### config.mk
export PLATFORM = sky130hd
export DESIGN_NAME = tt_um_jleugeri_ttt_scheduler
export DESIGN_NICKNAME = d
export VERILOG_FILES = /design/src/rtl/tt_um_jleugeri_ttt_pkg.sv /design/src/rtl/tt_um_jleugeri_ttt_prio_enc.sv /design/src/rtl/tt_um_jleugeri_ttt_scheduler.sv
export SDC_FILE = /design/constraint.sdc
export NUM_CORES = 1
export LEC_CHECK = 0
export ABC_AREA = 1
export ABC_CLOCK_PERIOD_IN_PS = 1340
export CELL_PAD_IN_SITES_DETAIL_PLACEMENT = 2
export CELL_PAD_IN_SITES_GLOBAL_PLACEMENT = 2
export CORE_ASPECT_RATIO = 0.6
export CORE_MARGIN = 1
export CORE_UTILIZATION = 27
export DETAILED_ROUTE_END_ITERATION = 6
export GPL_TIMING_DRIVEN = 0
export PLACE_DENSITY_LB_ADDON = 0.1
export SLEW_MARGIN = 20
export SYNTH_ARGS = -nofsm -noshare
export SYNTH_HDL_FRONTEND = slang
export SYNTH_SLANG_ARGS = --single-unit
### constraint.sdc
create_clock -name clk -period 1.34 [get_ports clk]
set_input_delay 0.402 -clock clk [delete_from_list [all_inputs] [get_ports clk]]
set_output_delay 0.402 -clock clk [all_outputs]
set_load 0.03 [all_outputs]
### src/rtl/tt_um_jleugeri_ttt_pkg.sv
// Shared types and constants for the TTT event-network scheduler.
// Imported by the scheduler top and its priority encoder.
package tt_um_jleugeri_ttt_pkg;

  typedef enum logic [2:0] {
    S_IDLE,
    S_SCAN,
    S_FETCH,
    S_DELIVER,
    S_DONE
  } state_t;

  localparam logic SIGN_GOOD = 1'b0;
  localparam logic SIGN_BAD  = 1'b1;

  function automatic int idx_width(input int n);
    return (n < 2) ? 1 : $clog2(n);
  endfunction

endpackage

### src/rtl/tt_um_jleugeri_ttt_prio_enc.sv
// Lowest-set-bit encoder used to pick the next pending source.
// Purely combinational; idx is 0 when no bit is set.
module tt_um_jleugeri_ttt_prio_enc #(
  parameter int N = 10,
  parameter int W = 4
) (
  input  logic [N-1:0] req,
  output logic [W-1:0] idx,
  output logic         any
);

  always_comb begin
    idx = '0;
    any = 1'b0;
    for (int i = N - 1; i >= 0; i--) begin
      if (req[i]) begin
        idx = W'(i);
        any = 1'b1;
      end
    end
  end

endmodule

### src/rtl/tt_um_jleugeri_ttt_scheduler.sv
// Sweep sequencer: snapshots start/stop events, walks each net source
// and streams one signed token update per target over valid/ready.
module tt_um_jleugeri_ttt_scheduler
  import tt_um_jleugeri_ttt_pkg::*;
#(
  parameter int NUM_PROCESSORS = 10,
  parameter int IDX_BITS       = idx_width(NUM_PROCESSORS)
) (
  input  logic                        clk,
  input  logic                        rst_n,
  input  logic                        go_in,
  input  logic [2*NUM_PROCESSORS-1:0] tstartstop_in,
  output logic                        busy_out,
  output logic                        done_out,
  output logic                        enable_out,
  output logic                        cfg_rd_out,
  output logic [IDX_BITS-1:0]         cfg_addr_out,
  input  logic [IDX_BITS-1:0]         cfg_first_in,
  input  logic [IDX_BITS-1:0]         cfg_last_in,
  output logic                        tgt_valid_out,
  input  logic                        tgt_ready_in,
  output logic [IDX_BITS-1:0]         tgt_idx_out,
  output logic [IDX_BITS-1:0]         tgt_src_out,
  output logic                        tgt_sign_out
);

  localparam logic [IDX_BITS:0] N_W =
    (IDX_BITS + 1)'(NUM_PROCESSORS);
  localparam logic [IDX_BITS-1:0] MAX_IDX =
    IDX_BITS'(NUM_PROCESSORS - 1);

  state_t state;

  logic [NUM_PROCESSORS-1:0] pend;
  logic [NUM_PROCESSORS-1:0] sgn;
  logic [NUM_PROCESSORS-1:0] pend_load;
  logic [NUM_PROCESSORS-1:0] sgn_load;
  logic [IDX_BITS-1:0]       src;
  logic [IDX_BITS-1:0]       last_r;
  logic [IDX_BITS-1:0]       enc_idx;
  logic                      enc_any;
  logic [IDX_BITS-1:0]       last_clamp;
  logic                      range_bad;

  // both flags set means the events cancel and the source is skipped
  always_comb begin
    pend_load = '0;
    sgn_load  = '0;
    for (int i = 0; i < NUM_PROCESSORS; i++) begin
      pend_load[i] = tstartstop_in[2*i] ^ tstartstop_in[2*i+1];
      sgn_load[i]  = tstartstop_in[2*i+1];
    end
  end

  always_comb begin
    last_clamp = (cfg_last_in > MAX_IDX) ? MAX_IDX : cfg_last_in;
    range_bad  = (cfg_first_in > last_clamp) ||
                 ({1'b0, cfg_first_in} >= N_W);
  end

  tt_um_jleugeri_ttt_prio_enc #(
    .N (NUM_PROCESSORS),
    .W (IDX_BITS)
  ) u_enc (
    .req (pend),
    .idx (enc_idx),
    .any (enc_any)
  );

  always_ff @(posedge clk or negedge rst_n) begin
    if (!rst_n) begin
      state         <= S_IDLE;
      pend          <= '0;
      sgn           <= '0;
      src           <= '0;
      last_r        <= '0;
      busy_out      <= 1'b0;
      done_out      <= 1'b0;
      enable_out    <= 1'b1;
      cfg_rd_out    <= 1'b0;
      cfg_addr_out  <= '0;
      tgt_valid_out <= 1'b0;
      tgt_idx_out   <= '0;
      tgt_src_out   <= '0;
      tgt_sign_out  <= SIGN_GOOD;
    end else begin
      unique case (state)
        S_IDLE: begin
          if (go_in) begin
            pend       <= pend_load;
            sgn        <= sgn_load;
            busy_out   <= 1'b1;
            enable_out <= 1'b0;
            state      <= S_SCAN;
          end
        end
        S_SCAN: begin
          if (enc_any) begin
            src          <= enc_idx;
            cfg_rd_out   <= 1'b1;
            cfg_addr_out <= enc_idx;
            state        <= S_FETCH;
          end else begin
            done_out <= 1'b1;
            state    <= S_DONE;
          end
        end
        S_FETCH: begin
          cfg_rd_out   <= 1'b0;
          cfg_addr_out <= '0;
          if (range_bad) begin
            pend[src] <= 1'b0;
            state     <= S_SCAN;
          end else begin
            last_r        <= last_clamp;
            tgt_valid_out <= 1'b1;
            tgt_idx_out   <= cfg_first_in;
            tgt_src_out   <= src;
            tgt_sign_out  <= sgn[src] ? SIGN_BAD : SIGN_GOOD;
            state         <= S_DELIVER;
          end
        end
        S_DELIVER: begin
          if (tgt_ready_in) begin
            // last_r <= N-1, so tgt stops before it could wrap
            if (tgt_idx_out == last_r) begin
              pend[src]     <= 1'b0;
              tgt_valid_out <= 1'b0;
              tgt_idx_out   <= '0;
              tgt_src_out   <= '0;
              tgt_sign_out  <= SIGN_GOOD;
              state         <= S_SCAN;
            end else begin
              tgt_idx_out <= tgt_idx_out + IDX_BITS'(1);
            end
          end
        end
        S_DONE: begin
          done_out   <= 1'b0;
          busy_out   <= 1'b0;
          enable_out <= 1'b1;
          state      <= S_IDLE;
        end
        default: state <= S_IDLE;
      endcase
    end
  end

endmodule

# Word-level counts from Yosys, hierarchy flattened
# Index checks and enable logic that the tools add are counted.
[classes]
n_reduce_logical = 18
n_lt_le_gt_ge = 5
add_sub_neg = 1
shifts = 0
multipliers = 0
eq_ne = 12
n_bitwise = 13
div = 0
mux = 61
[ops]
columns = ["operator", "count"]
rows = [
  ["$mux W4", 18],
  ["$mux W10", 4],
  ["$pmux W10 S3", 1],
  ["$pmux W4 S2", 3],
  ["$mux W1", 21],
  ["$ne A2 B2 Y1 const B", 7],
  ["$mux W3", 4],
  ["$pmux W1 S2", 6],
  ["$pmux W3 S4", 1],
  ["$reduce_and A2 Y1", 6],
  ["$and A10 B10 Y10", 1],
  ["$not A10 Y10", 1],
  ["$xor A1 B1 Y1", 10],
  ["$reduce_bool A2 Y1", 4],
  ["$eq A3 B2 Y1 const B", 2],
  ["$reduce_and A3 Y1", 2],
  ["$lt A4 B5 Y1 const B", 1],
  ["$reduce_and A5 Y1", 1],
  ["$add A4 B1 Y4 const B", 1],
  ["$bmux W1 S4", 1],
  ["$demux W1 S4", 1],
  ["$eq A4 B4 Y1", 1],
  ["$ge A4 B1 Y1 const B", 1],
  ["$ge A4 B4 Y1 const B", 1],
  ["other kinds (11)", 11],
]
[totals]
regBits = 49
mem_bits_ro = 0
input_bits = 32
memories = 0
ramBits = 0
output_inout_bits = 18
elab_cells = 124
latch_bits = 0

# Logic depth before layout (Yosys ltp)
# Gate-level depths: netlist (run 1).
[logic_depth]
depth_word = 12
ltp_mapped = 14
depth_no_buf = 14

# Modules after synthesis
# Synthesis (run 1) repeated with hierarchy kept, for this count alone.
[unflattened]
hier_cells = 350
area_unflattened_um2 = 2770.2
[by_module_without_submodules]
columns = ["module", "instances", "area_each_um2", "seq_area_each_um2", "cells_per_inst"]
rows = [
  ["tt_um_jleugeri_ttt_scheduler", 1, 2650.0, 1227.4, 322],
  ["tt_um_jleugeri_ttt_prio_enc", 1, 120.1, 0.0, 28],
]

# Worst setup path before layout (run 1)
# No wires, ideal clock.
[synth_timing]
kind = "input to register"
from = "in cfg_last_in[1]"
to = "reg tgt_sign_out"
setup_time_ns = 0.117
setup_slack_ns = -0.439
t_arrival_ns = 1.663
n_path_buf = 0
path_stages = 13
t_required_ns = 1.223
cell_sequence = "o21ai_0 > nand2_1 > ha_1 > nand2_1 > inv_1 > nand2_1 > nand2_1 > nand2_1 > nand2_1 > nand2_1 > nand3_1 > nand2_1 > nand2_1"
[synth_between]
elab_chain_len = 6
[synth_lines]
columns = ["element", "line", "source"]
rows = [
  ["from (decl)", "tt_um_jleugeri_ttt_scheduler.sv:19", "input logic [IDX_BITS-1:0] cfg_last_in,"],
  ["$gt A4 B4 Y1", "tt_um_jleugeri_ttt_scheduler.sv:56", "last_clamp = (cfg_last_in > MAX_IDX) ? MAX_IDX : cfg_last_in;"],
  ["$mux W4 *", "tt_um_jleugeri_ttt_scheduler.sv:56", ""],
  ["$gt A4 B4 Y1 *", "tt_um_jleugeri_ttt_scheduler.sv:57", "range_bad = (cfg_first_in > last_clamp) ||"],
  ["$logic_or A1 B1 Y1 *", "tt_um_jleugeri_ttt_scheduler.sv:57", ""],
  ["$ne A2 B2 Y1 (no line) *", "n/a", ""],
  ["$reduce_and A4 Y1 (no line) *", "n/a", ""],
  ["to (signal assigned)", "tt_um_jleugeri_ttt_scheduler.sv:119", "tgt_sign_out <= sgn[src] ? SIGN_BAD : SIGN_GOOD;"],
  ["to (decl)", "tt_um_jleugeri_ttt_scheduler.sv:24", "output logic tgt_sign_out"],
]
# Mark *: on every way between the ends. The rest lies on a longest branch, timed or not.
# A chain may end at the register's enable or synchronous reset.

# Worst setup path in the final report (run 1)
[layout_timing]
from = "in cfg_last_in[1]"
to = "reg pend[3]"
[layout_between]
elab_chain_len = 6
[layout_lines]
columns = ["element", "line", "source"]
rows = [
  ["$gt A4 B4 Y1", "tt_um_jleugeri_ttt_scheduler.sv:56", ""],
  ["$mux W4 *", "tt_um_jleugeri_ttt_scheduler.sv:56", ""],
  ["$gt A4 B4 Y1 *", "tt_um_jleugeri_ttt_scheduler.sv:57", ""],
  ["$logic_or A1 B1 Y1 *", "tt_um_jleugeri_ttt_scheduler.sv:57", ""],
  ["$ne A2 B2 Y1 (no line) *", "n/a", ""],
  ["$reduce_and A5 Y1 (no line) *", "n/a", ""],
  ["to (signal assigned)", "tt_um_jleugeri_ttt_scheduler.sv:90", "pend <= pend_load;"],
  ["to (decl)", "tt_um_jleugeri_ttt_scheduler.sv:34", "logic [NUM_PROCESSORS-1:0] pend;"],
]
# Marks and branches as above.

==> metrics.csv, run 1 <==
stage,metric,value,unit
status,status,"complete, but fails checks",
status,failing checks,negative setup slack,
pwr,clock share of power,12.6,%
cts,number of H-tree levels,2,
cts,CTS tree,done,
pwr,Max rail drop VDD,0.001066,V
synth,mux share of post-synthesis cell area,3.702,%
timing,skew final,0.008237,ns
cts,CTS Root Buffer Type,clkbuf_16,
critical_path,crit-path max FO,6,
detailed_routing,vias per cell,4.868,
critical_path,Crit Path Category,in -> reg,
grt,gr ovfl total,0,
synth,post-synthesis sequential area ratio,44.84,%
critical_path,WP data arrival,1.85,ns
timing,Final min period,1.664,ns
cts,Worst-Skew Late Latency,0.30,ns
layout,final net count,484,
pwr,P_int,5.574,mW
timing,Worst Tran Pin Value,0.6865,ns
synth,synth unique cells,28,
timing,pins over their slew limit,0,
detailed_routing,Final ANT Viol Nets,0,
critical_path,CP Capture Type,register,
timing,Slew HR,54.23,%
grt,total global-route track usage,22.19,%
synth,syn_area_per_cell,7.800,um^2
layout,most frequent cells in the layout,"nand2_1, dfrtp_1, buf_4",
flow_run,Max Cap Viol,0,
grt,vias in the first global route,3028,
pwr,Sw Share,49.11,%
layout,layout cells sized above 1,37.95,%
grt,first-pass GRT wire length,17.21,mm
floorplan,Die H,80.00,um
layout,sequential cell area,0.001236,mm^2
synth,synth warn,0,
synth,Compound-Gate Fraction of Synth Area,6.993,%
detailed_routing,DRC,0,
cts,CTS buffer count,5,
detailed_routing,total vias in the final route,2838,
synth,Synth Area in XOR/XNOR,3.839,%
timing,RSZ-0062 raised after global routing,true,
cts,"Reg clk slew, reported paths",0.07,ns
detailed_routing,Starting DRT DRC Count,79,
floorplan,# rows,28,
detailed_routing,WL final,11.38,mm
placed_design,HPWL after detailed placement,7.467,mm
synth,syn nets,388,
timing,setup violators final,48,
layout,Multi-input gate area,0.001677,mm^2
layout,Ant. Diodes,0,
floorplan,# IOs,50,
cts,clk sink count,49,
placed_design,I/O Buffers,49,
floorplan,initial core utilization,27.81,%
layout,Non-Filler Instances,583,
floorplan,core box area,0.009844,mm^2
critical_path,worst path required time,1.52,ns
placed_design,RePlAce Congestion,0.7521,
pwr,Seq pwr share,25.9,%
floorplan,Die ar.,0.01056,mm^2
pwr,combinational power share,61.5,%
critical_path,crit-path cells,buf_8 > o21ai_4 > nand2_2 > ha_4 > nand2_2 > inv_2 > nand2_1 > nand2_1 > nand2_2 > nand3_4 > buf_12 > nand3_4 > nand2_1 > nand2_1,
layout,"most common cell after layout, fill and taps aside",nand2_1,
pwr,sw power,5.380,mW
critical_path,CP max stage cell,ha_4,
detailed_routing,drt pass-1 iters,4,
placed_design,placed cells,535,
worst_hold_path,Min-Delay Path Class,in -> async,
critical_path,max incr delay on CP,0.27,ns
critical_path,Critical Path Most Common Cell,nand2_1,
timing,final hold viol count,0,
timing,PnR worst setup slack,-0.3239,ns
timing,Hold WS,0.1241,ns
critical_path,Setup crit start kind,input port,
synth,mapped cell area,0.002738,mm^2
synth,main combinational cell family by area after synthesis,simple AND/OR/NAND/NOR gates,
detailed_routing,DR WL/cell,19.52,um
floorplan,Die Width,132.0,um
timing,fmax,601.0,MHz
synth,Mapped Cells,351,
layout,Layout area overhead,55.30,%
cts,clock buffer depth,2,
grt,initial antenna violation count,0,
pwr,pwr dens,2576,mW/mm^2
timing,period utilisation layout,124.2,%
grt,largest net degree at the start of global routing,50,
synth,"flops & latches, synth",49,
cts,cts hold-fix bufs,0,
synth,adder-cell share of the synthesized area,2.285,%
pwr,leakage power,2.043,nW
synth,simple-gate share of the synthesized area,31.08,%
layout,final-layout fill cell count,1093,
## state kept, by name (all words and copies together) (netlist names), 3 cells and up
| signal | flops |
|---|---|
| cfg_addr_out | 4 |
| last_r | 4 |
| pend | 10 |
| sgn | 10 |
| src | 4 |
| state | 3 |
| tgt_idx_out | 4 |
| tgt_src_out | 4 |
## worst max-delay path: cells and delay by family
kind / cells / cell delay (ns)
AOI/OAI and AO/OA: 1 / 0.16
buffers and inverters: 3 / 0.30
and+or+nand+nor: 9 / 0.71
adders and majority gates: 1 / 0.27
## worst paths after layout
kind | startpoint | end | slack, ns | cells after the start
worst max-delay path | cfg_last_in[1] | pend[3] | -0.32 | 14
worst min-delay path | rst_n | sgn[5] | 0.12 | 1
worst max register to register | state[0] | pend[3] | -0.27 | 9
worst min register to register | tgt_valid_out | tgt_valid_out | 0.47 | 2
max in group asynchronous | rst_n | state[0] | 0.70 | 1
min in group clk | tgt_valid_out | tgt_valid_out | 0.47 | 2
## power by group through the flow
stage	combinational (mW)	clock, mW	sequential [mW]
floorplan	2.71	0	3.00
global placement	4.53	0	2.77
detailed placement	4.71	0	2.80
CTS	5.85	1.39	2.80
global route	7.28	1.46	2.93
finish	6.74	1.38	2.84
## kinds of logic after synthesis
| family | count (synthesis) |
|---|---|
| AND/OR/NAND/NOR | 196 |
| flip-flops | 49 |
| AO/OA/AOI/OAI | 34 |
| XOR/XNOR | 12 |
| buffers and inverters | 46 |
| adder cells (fa/ha/maj) | 5 |
| multiplexers | 9 |
## metrics by stage
| step | utilization (%) | setup WS, ns | total power, mW | cell area (um^2) | TNS [ns] |
|---|---|---|---|---|---|
| global route | 43.19 | -0.3996 | 11.67 | 4252 | -13.18 |
| floorplan | - | -0.3123 | 5.709 | 2789 | -7.262 |
| finish | 43.19 | -0.3239 | 10.95 | 4252 | -9.591 |
| global placement | 35.03 | -2.049 | 7.308 | 3448 | -125.24 |
| CTS | 40.68 | -0.3116 | 10.04 | 4005 | -8.102 |
| detailed placement | 35.00 | -1.131 | 7.518 | 3446 | -37.47 |
## what timing repair did
item / CTS / global route
hold endpoints to repair: 0 / 0
setup buffers: 24 / 13
endpoints found under the setup margin: 63 / 50
pin swaps: 31 / 21
gates cloned: 3 / 0
gates resized for setup: 187 / 37
## layout make-up
cell class                 instances  share of cell area [%]
clock buffer                       5                   2.943
buffer                             7                   1.589
multi-input combinational        257                   39.43
clock inverter                     3                  0.5886
tap                              135                   3.973
sequential                        49                   29.08
timing repair buffer              88                   18.83
inverter                          39                   3.561
## synth_stat cells
library cell	n	area (um^2)
nor2_2	2	12.51
nor2_1	16	60.06
dfrtp_1	48	1201
inv_1	35	131.4
and3_1	1	6.260
clkbuf_4	1	7.510
xor2_1	2	17.52
buf_6	2	22.52
ha_1	5	62.56
a31oi_1	1	6.260
dfstp_2	1	26.28
buf_4	1	7.510
a21oi_4	1	16.27
nand3_1	27	135.1
nor2_4	1	11.26
a22oi_1	2	15.01
nand4_1	15	93.84
o21ai_0	22	110.1
xnor2_1	10	87.58
nand2_1	125	469.2
mux2_2	9	101.4
nor3_1	4	20.02
inv_2	4	15.01
buf_2	3	15.01
a21oi_1	7	35.03
nand3_4	1	17.52
o21ai_2	1	8.760
nand2_2	4	25.02
## per-layer routing
layer | share of wire, % | GRT usage [%] | up-vias
li1 | - | - | 1329
met1 | 50 | 31.97 | 1430
met2 | 44 | 35.19 | 70
met3 | 4.7 | 3.683 | 9
met4 | 0.78 | 3.488 | 0
met5 | 0 | 0 | -
Power figures use the tool's default switching activity.
==> inputs of run 2 (changes only) <==
--- a/config.mk
+++ b/config.mk
@@ -6,16 +6,18 @@
 export NUM_CORES = 1
 export LEC_CHECK = 0
 export ABC_AREA = 1
-export ABC_CLOCK_PERIOD_IN_PS = 1340
+export ABC_CLOCK_PERIOD_IN_PS = 2100
 export CELL_PAD_IN_SITES_DETAIL_PLACEMENT = 2
 export CELL_PAD_IN_SITES_GLOBAL_PLACEMENT = 2
 export CORE_ASPECT_RATIO = 0.6
 export CORE_MARGIN = 1
-export CORE_UTILIZATION = 27
+export CORE_UTILIZATION = 33
 export DETAILED_ROUTE_END_ITERATION = 6
 export GPL_TIMING_DRIVEN = 0
 export PLACE_DENSITY_LB_ADDON = 0.1
+export SKIP_CTS_REPAIR_TIMING = 1
 export SLEW_MARGIN = 20
 export SYNTH_ARGS = -nofsm -noshare
 export SYNTH_HDL_FRONTEND = slang
+export SYNTH_HIERARCHICAL = 1
 export SYNTH_SLANG_ARGS = --single-unit
==> constraint.sdc (replaced) <==
create_clock -name clk -period 2.1 [get_ports clk]
set_input_delay 0.63 -clock clk [delete_from_list [all_inputs] [get_ports clk]]
set_output_delay 0.63 -clock clk [all_outputs]
set_load 0.03 [all_outputs]
==> metrics.csv, run 2 <==
stage,metric,value,unit,change
layout,final-layout fill cell count,917,,-16%
detailed_routing,Final ANT Viol Nets,0,,unchanged
grt,first-pass GRT wire length,15.40,mm,-11%
synth,Synth top area share,43.36,%,-0.52 points
layout,Layout area overhead,35.77,%,
detailed_routing,DR WL/cell,19.63,um,+0.56%
pwr,Tot Pwr,5.838,mW,-47%
timing,skew final,0.007092,ns,-0.001146 ns
floorplan,Die Width,120.3,um,-8.9%
critical_path,WP data arrival,1.42,ns,-0.43 ns
pwr,leakage power,1.898,nW,-7.1%
critical_path,R2R depth,9,,unchanged
synth,"count leader, synth",nand2_1,,
cts,CTS Root Buffer Type,clkbuf_16,,
critical_path,family with the most delay on the worst path,buffers and inverters,,
synth,largest cells by area after synthesis,"dfrtp_1, nand2_1, nand3_1",,
layout,fin util,46.97,%,+3.8 points
critical_path,CP max stage cell,clkdlybuf4s50_1,,
placed_design,HPWL after detailed placement,7.389,mm,-1.1%
timing,fmax,488.4,MHz,
synth,prevailing post-synth register cell,dfrtp_1,,
timing,setup violators final,0,,-100%
grt,largest net degree at the start of global routing,50,,unchanged
layout,final net count,449,,-7.2%
cts,CTS buffer count,5,,unchanged
placed_design,I/O Buffers,49,,unchanged
grt,gr ovfl total,0,,unchanged
synth,"flops & latches, synth",49,,unchanged
synth,"EDFF count, synth",0,,unchanged
synth,post-synthesis sequential area ratio,44.31,%,-0.53 points
critical_path,Setup crit start kind,register,,
cts,number of H-tree levels,2,,unchanged
detailed_routing,total vias in the final route,2717,,-4.3%
cts,Worst-Skew Late Latency,0.29,ns,about the same
grt,total global-route track usage,23.65,%,+1.5 points
synth,"FFs w/ async S/R, synth",100.0,%,unchanged
layout,most frequent cells in the layout,"nand2_1, dfrtp_1, clkdlybuf4s50_1",,
floorplan,# rows,25,,-11%
synth,Mapped Cells,350,,-0.28%
detailed_routing,Starting DRT DRC Count,102,,+29%
detailed_routing,WL final,10.21,mm,-10%
pwr,pwr dens,1552,mW/mm^2,-40%
critical_path,Crit Path Category,reg -> out,,
grt,initial antenna violation count,1,,+1
synth,mapped cell area,0.002770,mm^2,+1.2%
timing,Hold WS,0.3568,ns,+0.2327 ns
synth,synth warn,6,,+6
critical_path,CP Capture Type,output pin,,
grt,vias in the first global route,2846,,-6.0%
pwr,Max rail drop VDD,0.0004409,V,-59%
layout,"most common cell after layout, fill and taps aside",nand2_1,,
layout,Top Registers,"pend: 10 flops, sgn: 10 flops",,
critical_path,CP Depth,1,,-13
flow_run,Max Cap Viol,0,,unchanged
critical_path,max incr delay on CP,0.70,ns,+0.43 ns
cts,clk sink count,49,,unchanged
detailed_routing,DRC,0,,unchanged
timing,Slew HR,55.27,%,+1.0 points
status,status,completed,,
critical_path,crit-path max FO,4,,-2
layout,Ant. Diodes,0,,unchanged
critical_path,worst path required time,1.47,ns,-0.05 ns
synth,synth unique cells,29,,+3.6%
cts,CTS tree,done,,
floorplan,Die ar.,0.008777,mm^2,-17%
floorplan,core box area,0.008008,mm^2,-19%
synth,syn_area_per_cell,7.915,um^2,+1.5%
synth,most frequent cells after synthesis,"nand2_1, dfrtp_1, inv_1",,
timing,Worst Tran Pin Value,0.6710,ns,-0.01555 ns
synth,Yosys top cell by area,dfrtp_1,,
critical_path,crit-path cells,clkdlybuf4s50_1,,
detailed_routing,vias per cell,5.225,,+7.3%
layout,layout cells sized above 1,16.02,%,-22 points
cts,"Reg clk slew, reported paths",0.07,ns,about the same
cts,clock buffer depth,2,,unchanged
worst_hold_path,Min-Delay Path Class,in -> async,,
floorplan,initial core utilization,34.59,%,+6.8 points
timing,Final min period,2.048,ns,
detailed_routing,drt pass-1 iters,4,,unchanged
timing,final hold viol count,0,,unchanged
timing,period utilisation layout,97.51,%,
floorplan,# IOs,50,,unchanged
timing,pins over their slew limit,0,,unchanged
synth,syn nets,387,,-0.26%
floorplan,Die H,72.97,um,-8.8%
critical_path,CP Buf/Inv Count,1,,-2
placed_design,RePlAce Congestion,0.7953,,+5.7%
## run 2: cell families after synthesis
logic type                 Yosys count  synth area share, %
AOI/OAI and AO/OA                   31                6.549
DFF                                 49                44.31
xor gates and xnor gates            12                3.794
buffers and inverters               44                7.814
adders and majority gates            5                2.258
muxes                                9                3.659
and+or+nand+nor                    200                31.62
## run 2: area by class of cell
class                           instances  area (um^2)  area share, %
Clock buffer                            7        142.6          3.792
Inverter                               37        143.9          3.826
Sequential cell                        49         1227          32.63
Tap cell                              108        135.1          3.593
Timing Repair Buffer                   54        578.1          15.37
Buffer                                  7        83.83          2.229
Multi-Input combinational cell        258         1450          38.56
## run 2: path summary, 6_finish.rpt
| check | start | end | slack [ns] |
|---|---|---|---|
| max | tgt_idx_out[3] | tgt_idx_out[3] | 0.05 |
| min reg2reg | tgt_src_out[3] | tgt_src_out[3] | 0.48 |
| min in group clk | tgt_src_out[3] | tgt_src_out[3] | 0.48 |
| min | rst_n | tgt_src_out[2] | 0.36 |
| max in group asynchronous | rst_n | state[2] | 1.28 |
| max reg2reg | pend[0] | cfg_addr_out[1] | 0.24 |
## run 2: metal layers
layer	global-route usage, %	part of all wire, %
met5	0	0.13
met4	5.350	0.63
met3	5.000	5.3
met2	37.04	47
met1	33.63	47
## run 2: report_power, final
part	switching (mW)	total [mW]	internal, mW
clock network	0.364	0.834	0.470
registers	0.417	1.78	1.37
logic	2.03	3.22	1.19
## run 2: stage by stage
step | cell area [um^2] | std cells | TNS (ns) | setup slack (ns)
after floorplan | 2770 | 350 | 0 | 0.06805
after global placement | 3396 | 507 | -70.16 | -1.138
after detailed placement | 3393 | 507 | -17.36 | -0.7813
after CTS | 3536 | 514 | -9.998 | -0.4751
after global routing | 3761 | 520 | -0.04216 | -0.02524
final | 3761 | 520 | 0 | 0.05239
==> inputs of run 3 (changes only) <==
--- a/config.mk
+++ b/config.mk
@@ -5,13 +5,12 @@
 export SDC_FILE = /design/constraint.sdc
 export NUM_CORES = 1
 export LEC_CHECK = 0
-export ABC_AREA = 1
 export ABC_CLOCK_PERIOD_IN_PS = 2100
 export CELL_PAD_IN_SITES_DETAIL_PLACEMENT = 2
 export CELL_PAD_IN_SITES_GLOBAL_PLACEMENT = 2
 export CORE_ASPECT_RATIO = 0.6
 export CORE_MARGIN = 1
-export CORE_UTILIZATION = 33
+export CORE_UTILIZATION = 35
 export DETAILED_ROUTE_END_ITERATION = 6
 export GPL_TIMING_DRIVEN = 0
 export PLACE_DENSITY_LB_ADDON = 0.1
==> metrics.csv, run 3 <==
stage,metric,value,unit,change
status,status,"complete, but fails checks",,
status,failing checks,"design-rule violations, negative setup slack",,
synth,adder-cell share of the synthesized area,2.480,%,+0.22 points
timing,setup violators final,21,,+21
timing,PnR worst setup slack,-0.1555,ns,-0.2079 ns
layout,Layout area overhead,49.70,%,
critical_path,worst reg2reg endpoint,pend[1],,
layout,most frequent cells in the layout,"dfrtp_1, clkdlybuf4s50_1, nand2_1",,
grt,gr ovfl total,0,,unchanged
detailed_routing,drt pass-1 iters,6,,+2
detailed_routing,DRC,2,,+2
synth,Synth Area in XOR/XNOR,4.861,%,+1.1 points
worst_hold_path,Min-Delay Path Class,in -> async,,
layout,final-layout fill cell count,647,,-29%
floorplan,core box area,0.006820,mm^2,-15%
synth,synth warn,6,,unchanged
layout,layout cells sized above 1,25.80,%,+9.8 points
floorplan,Die H,67.76,um,-7.1%
synth,mux share of post-synthesis cell area,9.177,%,+5.5 points
grt,total global-route track usage,23.75,%,+0.10 points
floorplan,Die Width,111.6,um,-7.2%
critical_path,CP Buf/Inv Count,4,,+3
critical_path,reg-to-reg critical path startpoint,last_r[2],,
cts,clk sink count,49,,unchanged
cts,clock buffer depth,2,,unchanged
pwr,Seq pwr share,31.4,%,+0.9 points
critical_path,crit-path max FO,5,,+1
critical_path,CP max stage cell,o2111a_1,,
critical_path,R2R depth,6,,-3
detailed_routing,Final ANT Viol Nets,0,,unchanged
timing,Hold WS,0.3718,ns,+0.01496 ns
grt,vias in the first global route,2305,,-19%
critical_path,flop-to-flop setup slack,-0.10,ns,-0.34 ns
synth,Mapped Cells,246,,-30%
placed_design,RePlAce Congestion,0.8099,,+1.8%
critical_path,Crit Path Category,in -> reg,,
cts,number of H-tree levels,2,,unchanged
timing,Slew HR,48.56,%,-6.7 points
timing,fmax,443.4,MHz,-9.2%
synth,"EDFF count, synth",0,,unchanged
timing,final hold viol count,0,,unchanged
layout,final net count,350,,-22%
synth,syn nets,283,,-27%
detailed_routing,DR WL/cell,27.13,um,+38%
synth,synth unique cells,43,,+48%
layout,"most common cell after layout, fill and taps aside",dfrtp_1,,
grt,largest net degree at the start of global routing,50,,unchanged
synth,mapped cell area,0.002522,mm^2,-8.9%
cts,Worst-Skew Late Latency,0.30,ns,about the same
synth,main combinational cell family by area after synthesis,compound AO/OA/AOI/OAI gates,,
synth,Synth top area share,47.62,%,+4.3 points
timing,Worst Tran Pin Value,0.7716,ns,+0.1006 ns
placed_design,Place WS,-0.9204,ns,-0.1391 ns
timing,RSZ-0062 raised after global routing,true,,
layout,Ant. Diodes,0,,unchanged
pwr,Max rail drop VDD,0.0005843,V,+33%
flow_run,Max Cap Viol,0,,unchanged
synth,post-synthesis sequential area ratio,48.66,%,+4.4 points
pwr,Tot Pwr,6.036,mW,+3.4%
synth,most frequent cells after synthesis,"dfrtp_1, nand2_1, a21oi_1",,
critical_path,worst path required time,2.25,ns,+0.78 ns
cts,"Reg clk slew, reported paths",0.07,ns,about the same
floorplan,initial core utilization,36.98,%,+2.4 points
cts,CTS tree,done,,
critical_path,CP Capture Type,register,,
detailed_routing,Starting DRT DRC Count,143,,+40%
timing,pins over their slew limit,0,,unchanged
grt,initial antenna violation count,0,,-1
timing,skew final,0.005987,ns,-0.001105 ns
layout,fin util,55.37,%,+8.4 points
layout,Top Registers,"pend: 10 flops, sgn: 10 flops",,
detailed_routing,total vias in the final route,2354,,-13%
synth,Yosys top cell by area,dfrtp_1,,
critical_path,Critical Path Most Common Cell,clkbuf_16,,
pwr,pwr dens,1599,mW/mm^2,+3.0%
synth,"flops & latches, synth",49,,unchanged
grt,first-pass GRT wire length,13.22,mm,-14%
floorplan,Die ar.,0.007562,mm^2,-14%
floorplan,# IOs,50,,unchanged
critical_path,WP data arrival,2.41,ns,+0.99 ns
timing,Final min period,2.255,ns,+0.2079 ns
synth,prevailing post-synth register cell,dfrtp_1,,
critical_path,max incr delay on CP,0.26,ns,-0.44 ns
critical_path,Setup crit start kind,input port,,
pwr,sw power,2.817,mW,+0.11%
pwr,Sw Share,46.67,%,-1.5 points
placed_design,I/O Buffers,49,,unchanged
floorplan,# rows,23,,-8.0%
detailed_routing,WL final,10.88,mm,+6.6%
critical_path,crit-path cells,buf_8 > o21ai_4 > nand2b_4 > ha_4 > nand2_2 > o2111a_1 > nor3_4 > buf_6 > clkbuf_16 > clkbuf_16 > o31ai_4 > o21ai_1,,
synth,Compound-Gate Fraction of Synth Area,18.60,%,+12 points
synth,largest cells by area after synthesis,"dfrtp_1, mux2_2, nand2_1",,
pwr,leakage power,1.605,nW,-15%
synth,"FFs w/ async S/R, synth",100.0,%,unchanged
pwr,P_int,3.219,mW,+6.4%
cts,CTS Root Buffer Type,clkbuf_16,,
synth,"count leader, synth",dfrtp_1,,
placed_design,HPWL after detailed placement,6.066,mm,-18%
detailed_routing,vias per cell,5.870,,+12%
critical_path,family with the most delay on the worst path,compound AO/OA/AOI/OAI gates,,
timing,period utilisation layout,107.4,%,+9.9 points
synth,syn_area_per_cell,10.25,um^2,+30%
pwr,combinational power share,54.4,%,-0.8 points
synth,simple-gate share of the synthesized area,13.10,%,-19 points
cts,CTS buffer count,5,,unchanged
pwr,clock share of power,14.3,%,about the same
run 3: cell count changes in the layout (fill, tap and decap cells not counted), sizes merged, moves of 7 or more:
cell	delta
nor2b	+7
nand2	-102
a22o	+7
nand3	-28
inv	-27
a21oi	+15
buf	+10
nor2	-7
nand4	-15
o31ai	+10
run 3: stage by stage:
| step | TNS (ns) | area, um^2 | cells |
|---|---|---|---|
| after CTS | -13.63 | 3317 | 390 |
| after global routing | -2.925 | 3776 | 401 |
| after global placement | -74.93 | 3173 | 382 |
| final | -1.956 | 3776 | 401 |
| after floorplan | -0.001276 | 2574 | 246 |
| after detailed placement | -24.04 | 3171 | 382 |
run 3: cell type report:
| type | count | area (um^2) | share of cell area, % |
|---|---|---|---|
| buffer | 8 | 76.32 | 2.021 |
| timing repair buffer | 63 | 670.6 | 17.76 |
| multi-input combinational | 177 | 1506 | 39.89 |
| clock buffer | 8 | 146.4 | 3.877 |
| inverter | 9 | 36.28 | 0.9609 |
| tap | 87 | 108.9 | 2.883 |
| sequential | 49 | 1231 | 32.60 |
run 3: power groups by stage:
stage / sequential, mW / combinational (mW) / clock, mW
4_1_cts: 1.73 / 2.57 / 0.848
6_report: 1.89 / 3.28 / 0.862
3_3_place_gp: 1.70 / 2.41 / 0
3_5_place_dp: 1.74 / 2.53 / 0
5_1_grt: 1.92 / 3.45 / 0.902
2_1_floorplan: 1.86 / 1.43 / 0
run 3: logic make-up (layout without fill, tap and decap cells):
kind of cell               after synthesis  in the layout
AOI/OAI and AO/OA                       71             71
and+or+nand+nor                         68             68
DFF                                     49             49
buffers and inverters                   20             88
muxes                                   19             19
xor gates and xnor gates                14             14
adders and majority gates                5              5
run 3: how the worst max path moves through the flow:
stage / slack [ns] / from / to / cells past startpoint
final: -0.16 / cfg_last_in[1] / pend[1] / 12
after global routing: -0.21 / cfg_last_in[1] / pend[2] / 12
after CTS: -0.62 / cfg_last_in[3] / pend[7] / 10
after detailed placement: -0.92 / cfg_last_in[3] / pend[3] / 10
after global placement: -1.29 / rst_n / tgt_idx_out[2] / 1
after floorplan: -0.001 / cfg_last_in[3] / tgt_idx_out[2] / 9
run 3: layer usage:
layer	track usage, %	vias up	wire [um]
met5	0	-	0
met4	5.574	0	310
met3	4.219	30	493
met2	38.05	84	4924
met1	33.65	1218	5152
li1	-	1022	-
run 3: worst register-to-register path: stages (launching register included):
cell     delay, ns
dfrtp_1       0.43
xor2_1        0.22
o41a_1        0.48
or3_4         0.41
buf_12        0.17
o31ai_4       0.24
o21ai_1       0.11
